### config.mk
export PLATFORM = sky130hd
export DESIGN_NAME = seven_seg_scan_ctrl_flat
export DESIGN_NICKNAME = d
export VERILOG_FILES = /design/src/rtl/seven_seg_scan_ctrl_if.sv /design/src/rtl/seven_seg_scan_ctrl.sv /design/src/flat_wrapper.sv
export SDC_FILE = /design/constraint.sdc
export NUM_CORES = 1
export LEC_CHECK = 0
export BUFFER_PORTS_ARGS = -buffer_cell sky130_fd_sc_hd__buf_2
export CAP_MARGIN = 20
export CORE_ASPECT_RATIO = 1.2
export CORE_MARGIN = 3
export CORE_UTILIZATION = 40
export DETAILED_ROUTE_END_ITERATION = 16
export HOLD_SLACK_MARGIN = 0.06
export PLACE_DENSITY = 0.59
export RECOVER_POWER = 100
export SETUP_SLACK_MARGIN = 0.15
export SYNTH_ARGS = -nofsm -noshare
export SYNTH_HDL_FRONTEND = slang
export SYNTH_SLANG_ARGS = --single-unit
### constraint.sdc
create_clock -name clk -period 2.1 [get_ports clk]
set_input_delay 0.42 -clock clk [delete_from_list [all_inputs] [get_ports clk]]
set_output_delay 0.42 -clock clk [all_outputs]
set_load 0.02 [all_outputs]
### src/rtl/seven_seg_scan_ctrl_if.sv
// Load handshake bundle for the seven-segment scan controller.
// The master offers display content and the slave accepts it when ready.
interface seven_seg_scan_ctrl_if #(
   parameter int DIGITS = 4
);
   logic                  load;
   logic                  ready;
   logic [4*DIGITS-1:0]   digits_in;
   logic [DIGITS-1:0]     dp_in;
   logic [2:0]            brightness;
   logic                  blank_lz;

   modport master (
      output load,
      output digits_in,
      output dp_in,
      output brightness,
      output blank_lz,
      input  ready
   );

   modport slave (
      input  load,
      input  digits_in,
      input  dp_in,
      input  brightness,
      input  blank_lz,
      output ready
   );
endinterface

### src/rtl/seven_seg_scan_ctrl.sv
// Multiplexed common-anode 7-segment scanner with PWM brightness.
// Loaded content is staged in a shadow set and applied at frame boundaries.
module seven_seg_scan_ctrl #(
   parameter int DIGITS   = 4,
   parameter int PRESCALE = 17500
) (
   input  logic                clk,
   input  logic                rst,
   seven_seg_scan_ctrl_if.slave bus,
   output logic [6:0]          segment,
   output logic                dp,
   output logic [DIGITS-1:0]   anode,
   output logic                frame_done
);
   localparam int CW = $clog2(PRESCALE);
   localparam int PW = $clog2(DIGITS);

   typedef struct packed {
      logic [4*DIGITS-1:0] dig;
      logic [DIGITS-1:0]   dp;
      logic [2:0]          br;
      logic                lz;
   } disp_t;

   typedef enum logic {
      S_IDLE,
      S_PEND
   } st_t;

   logic [CW-1:0]     cnt_q;
   logic [2:0]        ph_q;
   logic [PW-1:0]     pos_q;
   logic              tick;
   logic              last_pos;
   logic              bound;
   logic              bound_q;

   st_t               st_q;
   st_t               st_d;
   logic              take;
   logic              apply;

   disp_t             in_d;
   disp_t             sh_q;
   disp_t             act_q;

   logic [3:0]        nib;
   logic [6:0]        seg_d;
   logic [DIGITS-1:0] blank;
   logic [DIGITS-1:0] sel;
   logic              zrun;

   assign tick     = cnt_q == CW'(PRESCALE - 1);
   assign last_pos = pos_q == PW'(DIGITS - 1);
   assign bound    = tick && (ph_q == 3'd7) && last_pos;

   always_ff @(posedge clk) begin
      if (!rst) begin
         cnt_q <= '0;
         ph_q  <= '0;
         pos_q <= '0;
      end else begin
         cnt_q <= tick ? '0 : cnt_q + CW'(1);
         if (tick) begin
            ph_q <= ph_q + 3'd1;
            if (ph_q == 3'd7) begin
               pos_q <= last_pos ? '0 : pos_q + PW'(1);
            end
         end
      end
   end

   always_ff @(posedge clk) begin
      if (!rst) begin
         st_q <= S_IDLE;
      end else begin
         st_q <= st_d;
      end
   end

   always_comb begin
      st_d = st_q;
      unique case (st_q)
         S_IDLE: if (bus.load) st_d = S_PEND;
         S_PEND: if (bound) st_d = S_IDLE;
         default: st_d = S_IDLE;
      endcase
   end

   always_comb begin
      bus.ready = st_q == S_IDLE;
      take      = (st_q == S_IDLE) && bus.load;
      apply     = (st_q == S_PEND) && bound;
   end

   assign in_d = {bus.digits_in, bus.dp_in, bus.brightness, bus.blank_lz};

   always_ff @(posedge clk) begin
      if (!rst) begin
         sh_q  <= '0;
         act_q <= '0;
      end else begin
         if (take) sh_q <= in_d;
         if (apply) act_q <= sh_q;
      end
   end

   // Blanking runs from the leftmost position down; position 0 always shows.
   always_comb begin
      zrun  = act_q.lz;
      blank = '0;
      for (int i = DIGITS - 1; i >= 1; i--) begin
         zrun     = zrun && (act_q.dig[4*i +: 4] == 4'h0);
         blank[i] = zrun;
      end
   end

   always_comb begin
      nib   = act_q.dig[{pos_q, 2'b00} +: 4];
      seg_d = 7'h00;
      unique case (nib)
         4'h0: seg_d = 7'h3F;
         4'h1: seg_d = 7'h06;
         4'h2: seg_d = 7'h5B;
         4'h3: seg_d = 7'h4F;
         4'h4: seg_d = 7'h66;
         4'h5: seg_d = 7'h6D;
         4'h6: seg_d = 7'h7D;
         4'h7: seg_d = 7'h07;
         4'h8: seg_d = 7'h7F;
         4'h9: seg_d = 7'h6F;
         4'hA: seg_d = 7'h77;
         4'hB: seg_d = 7'h7C;
         4'hC: seg_d = 7'h39;
         4'hD: seg_d = 7'h5E;
         4'hE: seg_d = 7'h79;
         4'hF: seg_d = 7'h71;
      endcase
   end

   assign sel = DIGITS'(1) << pos_q;

   always_ff @(posedge clk) begin
      if (!rst) begin
         segment    <= '0;
         dp         <= 1'b0;
         anode      <= '0;
         bound_q    <= 1'b0;
         frame_done <= 1'b0;
      end else begin
         segment    <= blank[pos_q] ? 7'h00 : seg_d;
         dp         <= act_q.dp[pos_q];
         anode      <= (ph_q <= act_q.br) ? sel : '0;
         bound_q    <= bound;
         frame_done <= bound_q;
      end
   end
endmodule

### src/flat_wrapper.sv
// flat-port wrapper written by rule: the top's interface ports become plain ports
module seven_seg_scan_ctrl_flat 
#(
   parameter int DIGITS   = 4,
   parameter int PRESCALE = 17500
)
  (clk, rst, segment, dp, anode, frame_done, bus_load, bus_digits_in, bus_dp_in, bus_brightness, bus_blank_lz, bus_ready);
  seven_seg_scan_ctrl_if #(.DIGITS(DIGITS)) bus_i ();
  input  logic clk;
  input  logic rst;
  output logic [6:0] segment;
  output logic dp;
  output logic [DIGITS-1:0] anode;
  output logic frame_done;
  input wire logic [$bits(bus_i.load)-1:0] bus_load;
  input wire logic [$bits(bus_i.digits_in)-1:0] bus_digits_in;
  input wire logic [$bits(bus_i.dp_in)-1:0] bus_dp_in;
  input wire logic [$bits(bus_i.brightness)-1:0] bus_brightness;
  input wire logic [$bits(bus_i.blank_lz)-1:0] bus_blank_lz;
  output wire logic [$bits(bus_i.ready)-1:0] bus_ready;
  assign bus_i.load = bus_load;
  assign bus_i.digits_in = bus_digits_in;
  assign bus_i.dp_in = bus_dp_in;
  assign bus_i.brightness = bus_brightness;
  assign bus_i.blank_lz = bus_blank_lz;
  assign bus_ready = bus_i.ready;
  seven_seg_scan_ctrl #(.DIGITS(DIGITS), .PRESCALE(PRESCALE)) u_core (.clk(clk), .rst(rst), .bus(bus_i), .segment(segment), .dp(dp), .anode(anode), .frame_done(frame_done));
endmodule
# Word level (Yosys, flattened, before mapping)
# Memory sizes are Yosys's and may differ from the RTL's. A register that Yosys moved wholly into a read port is not among the register bits.
# Index checks and enable logic that the tools add are counted.
# word_totals
regBits	76
mem_bits_ro	112
elab_cells	51
memories	1
# classes
addsub	3
order_cmp	2
n_eq_ne	3
n_shift	2
muxes	8
bitwise_logic	2
reduce_logical	14
# memory_table
memory	depth	width	rd	rd_ports_with_merged_regs	wr	line	source
(name not given)	16	7	1	1	0	seven_seg_scan_ctrl.sv:121	unique case (nib)
# op_table
operator	n
16-bit by 5-bit indexed part select with 4-bit output	1
15-bit by 1-bit adder with 15-bit output, second input constant	1
15-bit == test, second input constant	1
4-bit logical NOT	3
1-bit logical AND	7
1-bit binary-select mux with 2-bit select	2
1-bit 2-to-1 mux	4
2-bit AND reduction	2
2-bit OR reduction	2
1-bit by 2-bit left shift with 4-bit output, first input constant	1
3-bit by 1-bit adder with 3-bit output, second input constant	1
3-bit == test, second input constant	1
3-bit <= comparator	1
2-bit by 3-bit less-than comparator with 1-bit output, second input constant	1
2-bit by 1-bit adder with 2-bit output, second input constant	1
2-bit == test, second input constant	1
2-bit 2-to-1 mux	1
1-bit NOT	2
1-bit one-hot mux with 2 select lines	1

# Logic depth before layout (Yosys ltp)
# Gate-level depths: netlist (run 1).
# logic_depth
ltp_word	7
depth_mapped	8
depth_no_buf	7

# Least setup slack after synthesis (run 1)
# No wires, ideal clock.
# synth_timing
path_kind	reg2reg
from	reg u_core.pos_q[0]
to	reg u_core.segment[1]
setup_ns	0.091
t_arrival_ns	1.827
required_ns	2.009
path_slack_ns	0.182
stages_incl_launch_ff	8
n_path_buf	1
cell_sequence	dfxtp_1 buf_2 mux4_2 inv_1 ha_1 nor2_1 a211oi_1 a311oi_1
# synth_between
elab_chain_len	3
elab_cells_between_ends	4
# synth_rtl
item	line	source
start, declared	seven_seg_scan_ctrl.sv:32	logic [PW-1:0] pos_q;
start signal, assigned	seven_seg_scan_ctrl.sv:67	pos_q <= last_pos ? '0 : pos_q + PW'(1);
branches (longest 3 deep; another with 16-bit by 5-bit indexed part select with 4-bit output)	-	
end, declared	seven_seg_scan_ctrl.sv:10	output logic [6:0] segment,
# Several ways; the timed one is not identified. The select of a mux whose other input is x is not followed.
# A chain may end at the register's enable or synchronous reset.

# Worst setup path after layout (run 1)
# Same ends and word-level chain as after synthesis.

==> results of run 1 <==
-- per-layer routing --
metal / wire length (µm) / global-route usage, %
met1: 3620 / 20.5
met2: 3170 / 22.6
met3: 250 / 2.78
met4: 151 / 7.23
met5: 0 / 0
-- worst paths after layout --
path	slack, ns	endpoint	startpoint	cells after the start
setup / recovery	0.24	u_core.segment[1]$_SDFF_PP0_	u_core.pos_q[0]$_SDFFE_PN0N_	6
setup reg to reg	0.24	u_core.segment[1]$_SDFF_PP0_	u_core.pos_q[0]$_SDFFE_PN0N_	6
hold / removal	0.31	u_core.sh_q[19]$_SDFFE_PN0P_	bus_digits_in[11]	3
hold reg to reg	0.45	u_core.frame_done$_SDFF_PN0_	u_core.bound_q$_SDFF_PN0_	1
-- metrics by stage --
| stage | cell area [µm²] | hold WS, ns | std cells | utilization (%) |
|---|---|---|---|---|
| 3_5_place_dp | 4030 | 0.434 | 559 | 46.0 |
| 5_1_grt | 4220 | 0.288 | 576 | 48.2 |
| 2_1_floorplan | 3680 | 0.412 | 414 | - |
| 4_1_cts | 4220 | 0.289 | 574 | 48.2 |
| 6_report | 4220 | 0.306 | 576 | 48.2 |
| 3_3_place_gp | 4030 | 0.418 | 559 | 46.0 |
-- cell type report --
type                            instances  share of cell area (%)
Clock inverter                          5                    1.28
Timing Repair Buffer                   53                    6.70
Multi-Input combinational cell        300                    45.1
Tap cell                              117                    3.47
Inverter                                8                   0.712
Clock buffer                           10                    3.26
Sequential cell                        83                    39.5
-- power breakdown --
group / switching (mW) / internal [mW] / leakage (nW)
clock: 0.559 / 0.571 / 0.102
combinational: 0.0816 / 0.0640 / 0.787
sequential: 0.0232 / 1.61 / 0.676
total: 0.664 / 2.25 / 1.57
-- layout by cell type, fill, tap and decap left out, types with 2 or more instances in the layout --
cell / Yosys / routed
nand4_1: 5 / 5
xor2_1: 9 / 9
a31oi_1: 2 / 2
xnor2_1: 5 / 5
nand2_1: 114 / 114
o211ai_1: 2 / 2
clkinv_2: 0 / 3
dfxtp_2: 0 / 2
inv_1: 8 / 6
nor2_1: 22 / 22
clkbuf_8: 0 / 10
inv_2: 0 / 2
a211oi_1: 2 / 2
mux2_2: 4 / 3
nor3_1: 4 / 4
a21oi_1: 4 / 4
nor4b_4: 2 / 2
a21boi_0: 38 / 46
nor3b_1: 2 / 2
mux4_2: 3 / 3
nor4_1: 3 / 3
o21ai_0: 6 / 5
and2_1: 4 / 4
and4_1: 2 / 2
ha_1: 14 / 13
buf_2: 7 / 26
mux2i_1: 8 / 8
a21boi_1: 11 / 3
nand3_1: 7 / 7
dfxtp_1: 83 / 81
or3_1: 4 / 4
clkbuf_1: 14 / 16
and3_1: 3 / 3
buf_4: 0 / 8
o21a_1: 2 / 2
a311oi_1: 3 / 3
nor2b_1: 5 / 5
-- cells by family (layout without fill, tap and decap cells) --
logic type      after synthesis  count (layout)  share of synthesized area (%)
compound gates               72              72                           14.0
xor+xnor                     14              14                           3.33
fa+ha+maj                    14              14                           4.76
buf+inv                      31              76                           3.81
flops                        83              83                           45.1
mux                          15              15                           5.23
simple gates                185             185                           23.7
-- repair_timing --
item | CTS | global route
setup endpoints to repair | 1 | 8
gates resized for setup | 1 | 9
setup buffers | 0 | 2
cloned | 0 | 0
pin swaps | 0 | 2
-- flip-flops by register name, indices dropped and copies added, names as in the netlist --
register / cells
u_core.dp: 1
u_core.anode: 4
u_core.cnt_q: 15
u_core.act_q: 24
u_core.frame_done: 1
u_core.pos_q: 2
u_core.sh_q: 24
u_core.segment: 7
u_core.st_q: 1
u_core.ph_q: 3
u_core.bound_q: 1
-- worst register-to-register path: cells and delay by family, from the launching register on --
kind	cells	cell delay, ns
DFF	1	0.43
buffers and inverters	1	0.12
AOI/OAI and AO/OA	2	0.27
and+or+nand+nor	1	0.11
adders and majority gates	1	0.25
muxes	1	0.59
==> results.sh, run 1 <==
export IMPL_grt_pass1_wl_mm=12.6
export IMPL_core_mm2=0.00875
export IMPL_nets=496
export IMPL_vias_per_cell=4.91
export IMPL_ys_types=42
export IMPL_fin_crit_sh_pct=88.7
export IMPL_drv_cap=0
export IMPL_antenna_cells=0
export IMPL_dieArea_mm2=0.0104
export IMPL_fillCellCount=868
export IMPL_ys_warn_count=0
export IMPL_antenna_found_initial=0
export IMPL_cts_inserted_buffers=9
export IMPL_syn_area_per_cell_um2=8.89
export IMPL_crit_chain="mux4_2 -> inv_2 -> ha_1 -> nor2_1 -> a211oi_1 -> a311oi_1"
export IMPL_critical_path_class="flip-flop to flip-flop"
export IMPL_setup_ws_ns=0.238
export IMPL_ys_seq_area_share_pct=45.1
export IMPL_ios=41
export IMPL_dp_hpwl_mm=5.01
export IMPL_grt_usage_pct=15.0
export IMPL_drc_errors=0
export IMPL_finalHoldViolCount=0
export IMPL_multi_input_area_mm2=0.00190
export IMPL_status="completed"
export IMPL_cts_root_buf="clkbuf_8"
export IMPL_total_power_mw=2.91
export IMPL_grt_max_degree=46
export IMPL_cts_max_level=3
export IMPL_holdBufCountCts=0
export IMPL_crit_family="multiplexers"
export IMPL_ys_ff_latch=83
export IMPL_port_buffer_count=40
export IMPL_drt_iter0_drc=75
export IMPL_async_flop_share_pct=0
export IMPL_vdd_ir_drop_max_mv=0.360
export IMPL_endpoint_kind="flip-flop"
export IMPL_fp_row_count=37
export IMPL_synth_most_common_cell="nand2_1"
export IMPL_yosys_top_cells_area="dfxtp_1 45%, nand2_1 12%, a21boi_0 7.7%"
export IMPL_setup_viol_count_final=0
export IMPL_synth_top_cell_area_share_pct=45.1
export IMPL_slew_viol_final=0
export IMPL_dieWidth_um=93.6
export IMPL_syn_cell_area_mm2=0.00368
export IMPL_hold_path_class="primary input to flip-flop"
export IMPL_fin_skew_ns=0.00659
export IMPL_die_h_um=111
export IMPL_cp_start_kind="flip-flop"
export IMPL_postRouteAntennaNets=0
export IMPL_wire_per_inst_um=12.5
export IMPL_grt_overflow=0
export IMPL_path_buf_inv=1
export IMPL_synthTopCellsByCount="114 x nand2_1, 83 x dfxtp_1, 38 x a21boi_0, 22 x nor2_1"
export IMPL_synth_top_flop_cell="dfxtp_1"
export IMPL_clk_pin_slew_ns=0.08
export IMPL_p_leak_nw=1.57
export IMPL_via_count=2828
export IMPL_p_per_area_mw_per_mm2=690
export IMPL_required_ns=2.37
export IMPL_grt_pass1_vias=2717
export IMPL_dr_pass1_iters=4
export IMPL_relSlewSlack_pct=31.3
export IMPL_synth_edf_count=0
export IMPL_tritoncts="done"
export IMPL_critPathMaxFanout=5
export IMPL_clock_latency_ns=0.35
export IMPL_seqCellArea_mm2=0.00166
export IMPL_fmax_mhz=537
export IMPL_synth_net_count=455
export IMPL_finalSetupTns_ns=0
export IMPL_tightest_slew_ns=1.03
export IMPL_slowest_delay_ns=0.59
export IMPL_synth_top_area_cell="dfxtp_1"
export IMPL_layout_drive_gt1_share_pct=15.3
export IMPL_rsz0062_at_grt="true"
export IMPL_start_util_pct=42.1
export IMPL_cp_slowest_cell="mux4_2"
export IMPL_syn_to_final_growth_pct=14.5
export IMPL_clock_path_buffers=2
export IMPL_place_gp_congestion=0.770
export IMPL_wl_mm=7.19
export IMPL_synthCells=414
export IMPL_cp_arrival_ns=2.13
export IMPL_preCtsSetupSlack_ns=0.119
export IMPL_period_minus_slack_ns=1.86
export IMPL_numClockSinks=83
Power figures use the tool's default switching activity.
==> inputs of run 2 (changes only) <==
Settings changed: MAX_ROUTING_LAYER from default to met4.
==> run 2 against run 1 <==
Cell count did not move. Core utilization did not move. Largest power group unchanged. Critical path type unchanged. Largest cell class unchanged. Register-to-register slack barely moved.
==> results.sh, run 2 (same netlist as run 1, synthesis figures left out) <==
export IMPL_status="completed"
export IMPL_fin_skew_ns=0.00668
export IMPL_p_seq_share_pct=56.2
export IMPL_p_per_area_mw_per_mm2=690
export IMPL_dieArea_mm2=0.0104
export IMPL_grt_pass1_wl_mm=12.6
export IMPL_grt_overflow=0
export IMPL_wl_mm=7.19
export IMPL_p_int_mw=2.25
export IMPL_drv_cap=0
export IMPL_fin_crit_sh_pct=88.7
export IMPL_core_mm2=0.00875
export IMPL_swShare_pct=22.8
export IMPL_hold_path_class="primary input to flip-flop"
export IMPL_endpoint="u_core.segment[1]$_SDFF_PP0_"
export IMPL_worstReg2RegEnd="u_core.segment[1]$_SDFF_PP0_"
export IMPL_antenna_found_initial=0
export IMPL_rsz0062_at_grt="true"
export IMPL_rrSetupSlack_ns=0.24
export IMPL_fp_row_count=37
export IMPL_dp_hpwl_mm=5.01
export IMPL_start_util_pct=42.1
export IMPL_cp_start_kind="flip-flop"
export IMPL_cp_arrival_ns=2.13
export IMPL_nets=496
export IMPL_critPathMaxFanout=5
export IMPL_p_sw_uw=662
export IMPL_p_leak_nw=1.57
export IMPL_grt_pass1_vias=2707
export IMPL_antenna_cells=0
export IMPL_whs_ns=0.307
export IMPL_holdBufCountCts=0
export IMPL_clock_path_buffers=2
export IMPL_slew_viol_final=0
export IMPL_r2r_start="u_core.pos_q[0]$_SDFFE_PN0N_"
export IMPL_reg_top3="u_core.act_q: 24 flops, u_core.sh_q: 24 flops, u_core.cnt_q: 15 flops"
export IMPL_port_buffer_count=40
export IMPL_setup_viol_count_final=0
export IMPL_layout_drive_gt1_share_pct=15.3
export IMPL_relSlewSlack_pct=31.3
export IMPL_tritoncts="done"
export IMPL_post_route_util_pct=48.2
export IMPL_wire_per_inst_um=12.5
export IMPL_required_ns=2.36
export IMPL_via_count=2827
export IMPL_place_gp_congestion=0.781
export IMPL_r2r_cells=6
export IMPL_vdd_ir_drop_max_mv=0.360
export IMPL_vias_per_cell=4.91
export IMPL_cts_max_level=3
export IMPL_drc_errors=0
export IMPL_endpoint_kind="flip-flop"
export IMPL_cts_root_buf="clkbuf_8"
export IMPL_finalSetupTns_ns=0
export IMPL_clockPowerShare_pct=38.8
export IMPL_syn_to_final_growth_pct=14.5
export IMPL_dieWidth_um=93.6
export IMPL_dr_pass1_iters=4
export IMPL_clock_latency_ns=0.35
export IMPL_finalHoldViolCount=0
export IMPL_period_minus_slack_ns=1.86
export IMPL_cp_startpoint="u_core.pos_q[0]$_SDFFE_PN0N_"
export IMPL_fmax_mhz=537
export IMPL_critical_path_class="flip-flop to flip-flop"
export IMPL_clk_pin_slew_ns=0.08
export IMPL_die_h_um=111
export IMPL_numClockSinks=83
export IMPL_cts_inserted_buffers=9
export IMPL_tightest_slew_ns=1.03
export IMPL_grt_usage_pct=15.4
export IMPL_postRouteAntennaNets=0
export IMPL_final_common_cell="nand2_1"
export IMPL_drt_iter0_drc=81
export IMPL_ios=41
export IMPL_power_frac_comb_pct=5.0
export IMPL_grt_max_degree=46
export IMPL_final_cell_mix="114 x nand2_1, 81 x dfxtp_1, 46 x a21boi_0"
## run 2: how the worst min path moves through the flow
| stage | depth (start not counted) | slack, ns | start | endpoint |
|---|---|---|---|---|
| finish | 3 | 0.31 | bus_digits_in[11] | u_core.sh_q[19]$_SDFFE_PN0P_ |
| global route | 3 | 0.29 | bus_digits_in[2] | u_core.sh_q[10]$_SDFFE_PN0P_ |
| CTS | 3 | 0.29 | bus_digits_in[2] | u_core.sh_q[10]$_SDFFE_PN0P_ |
| detailed placement | 1 | 0.43 | u_core.bound_q$_SDFF_PN0_ | u_core.frame_done$_SDFF_PN0_ |
| global placement | 1 | 0.42 | u_core.bound_q$_SDFF_PN0_ | u_core.frame_done$_SDFF_PN0_ |
| floorplan | 1 | 0.41 | u_core.bound_q$_SDFF_PN0_ | u_core.frame_done$_SDFF_PN0_ |
## run 2: worst max-delay path, cell delays in order, from the launching register on
cell      delay, ns
dfxtp_1        0.43
mux4_2         0.59
inv_2          0.12
ha_1           0.25
nor2_1         0.11
a211oi_1       0.05
a311oi_1       0.22
## run 2: power by group through the flow
stage / Sequential [mW] / Combinational (mW) / Clock (mW)
6_report: 1.64 / 0.146 / 1.13
5_1_grt: 1.64 / 0.167 / 1.25
4_1_cts: 1.63 / 0.153 / 1.17
3_5_place_dp: 1.67 / 0.153 / 0
3_3_place_gp: 1.67 / 0.150 / 0
2_1_floorplan: 1.67 / 0.0897 / 0
## run 2: layout make-up
cell class,instances,area (µm²)
Fill cell,868,4530
Multi-Input combinational cell,300,1900
Sequential cell,83,1660
Timing Repair Buffer,53,283
Tap cell,117,146
Clock buffer,10,138
Clock inverter,5,53.8
Inverter,8,30.0
## run 2: what timing repair did
item / in CTS / in global routing
resized for setup: 1 / 9
endpoints found under the hold margin: 0 / 0
pin swaps: 0 / 2
endpoints found under the setup margin: 1 / 8
buffers inserted: 0 / 2
## run 2: metal layers
metal  GRT usage, %  part of all wire, %  wire length, µm  vias up
met3           2.78                  3.4              246       10
met5              -                    0                0        -
li1               -                    -                -     1479
met1           20.5                   50             3620     1294
met4           7.23                  1.8              129        0
met2           22.6                   44             3200       44
## run 2: metrics by stage
step	worst slack (ns)	std cells	power [mW]	area [µm²]
floorplan	0.182	414	1.76	3680
CTS	0.155	574	2.95	4220
global route	0.0687	576	3.05	4220
finish	0.238	576	2.91	4220
global placement	0.190	559	1.82	4030
detailed placement	0.119	559	1.82	4030
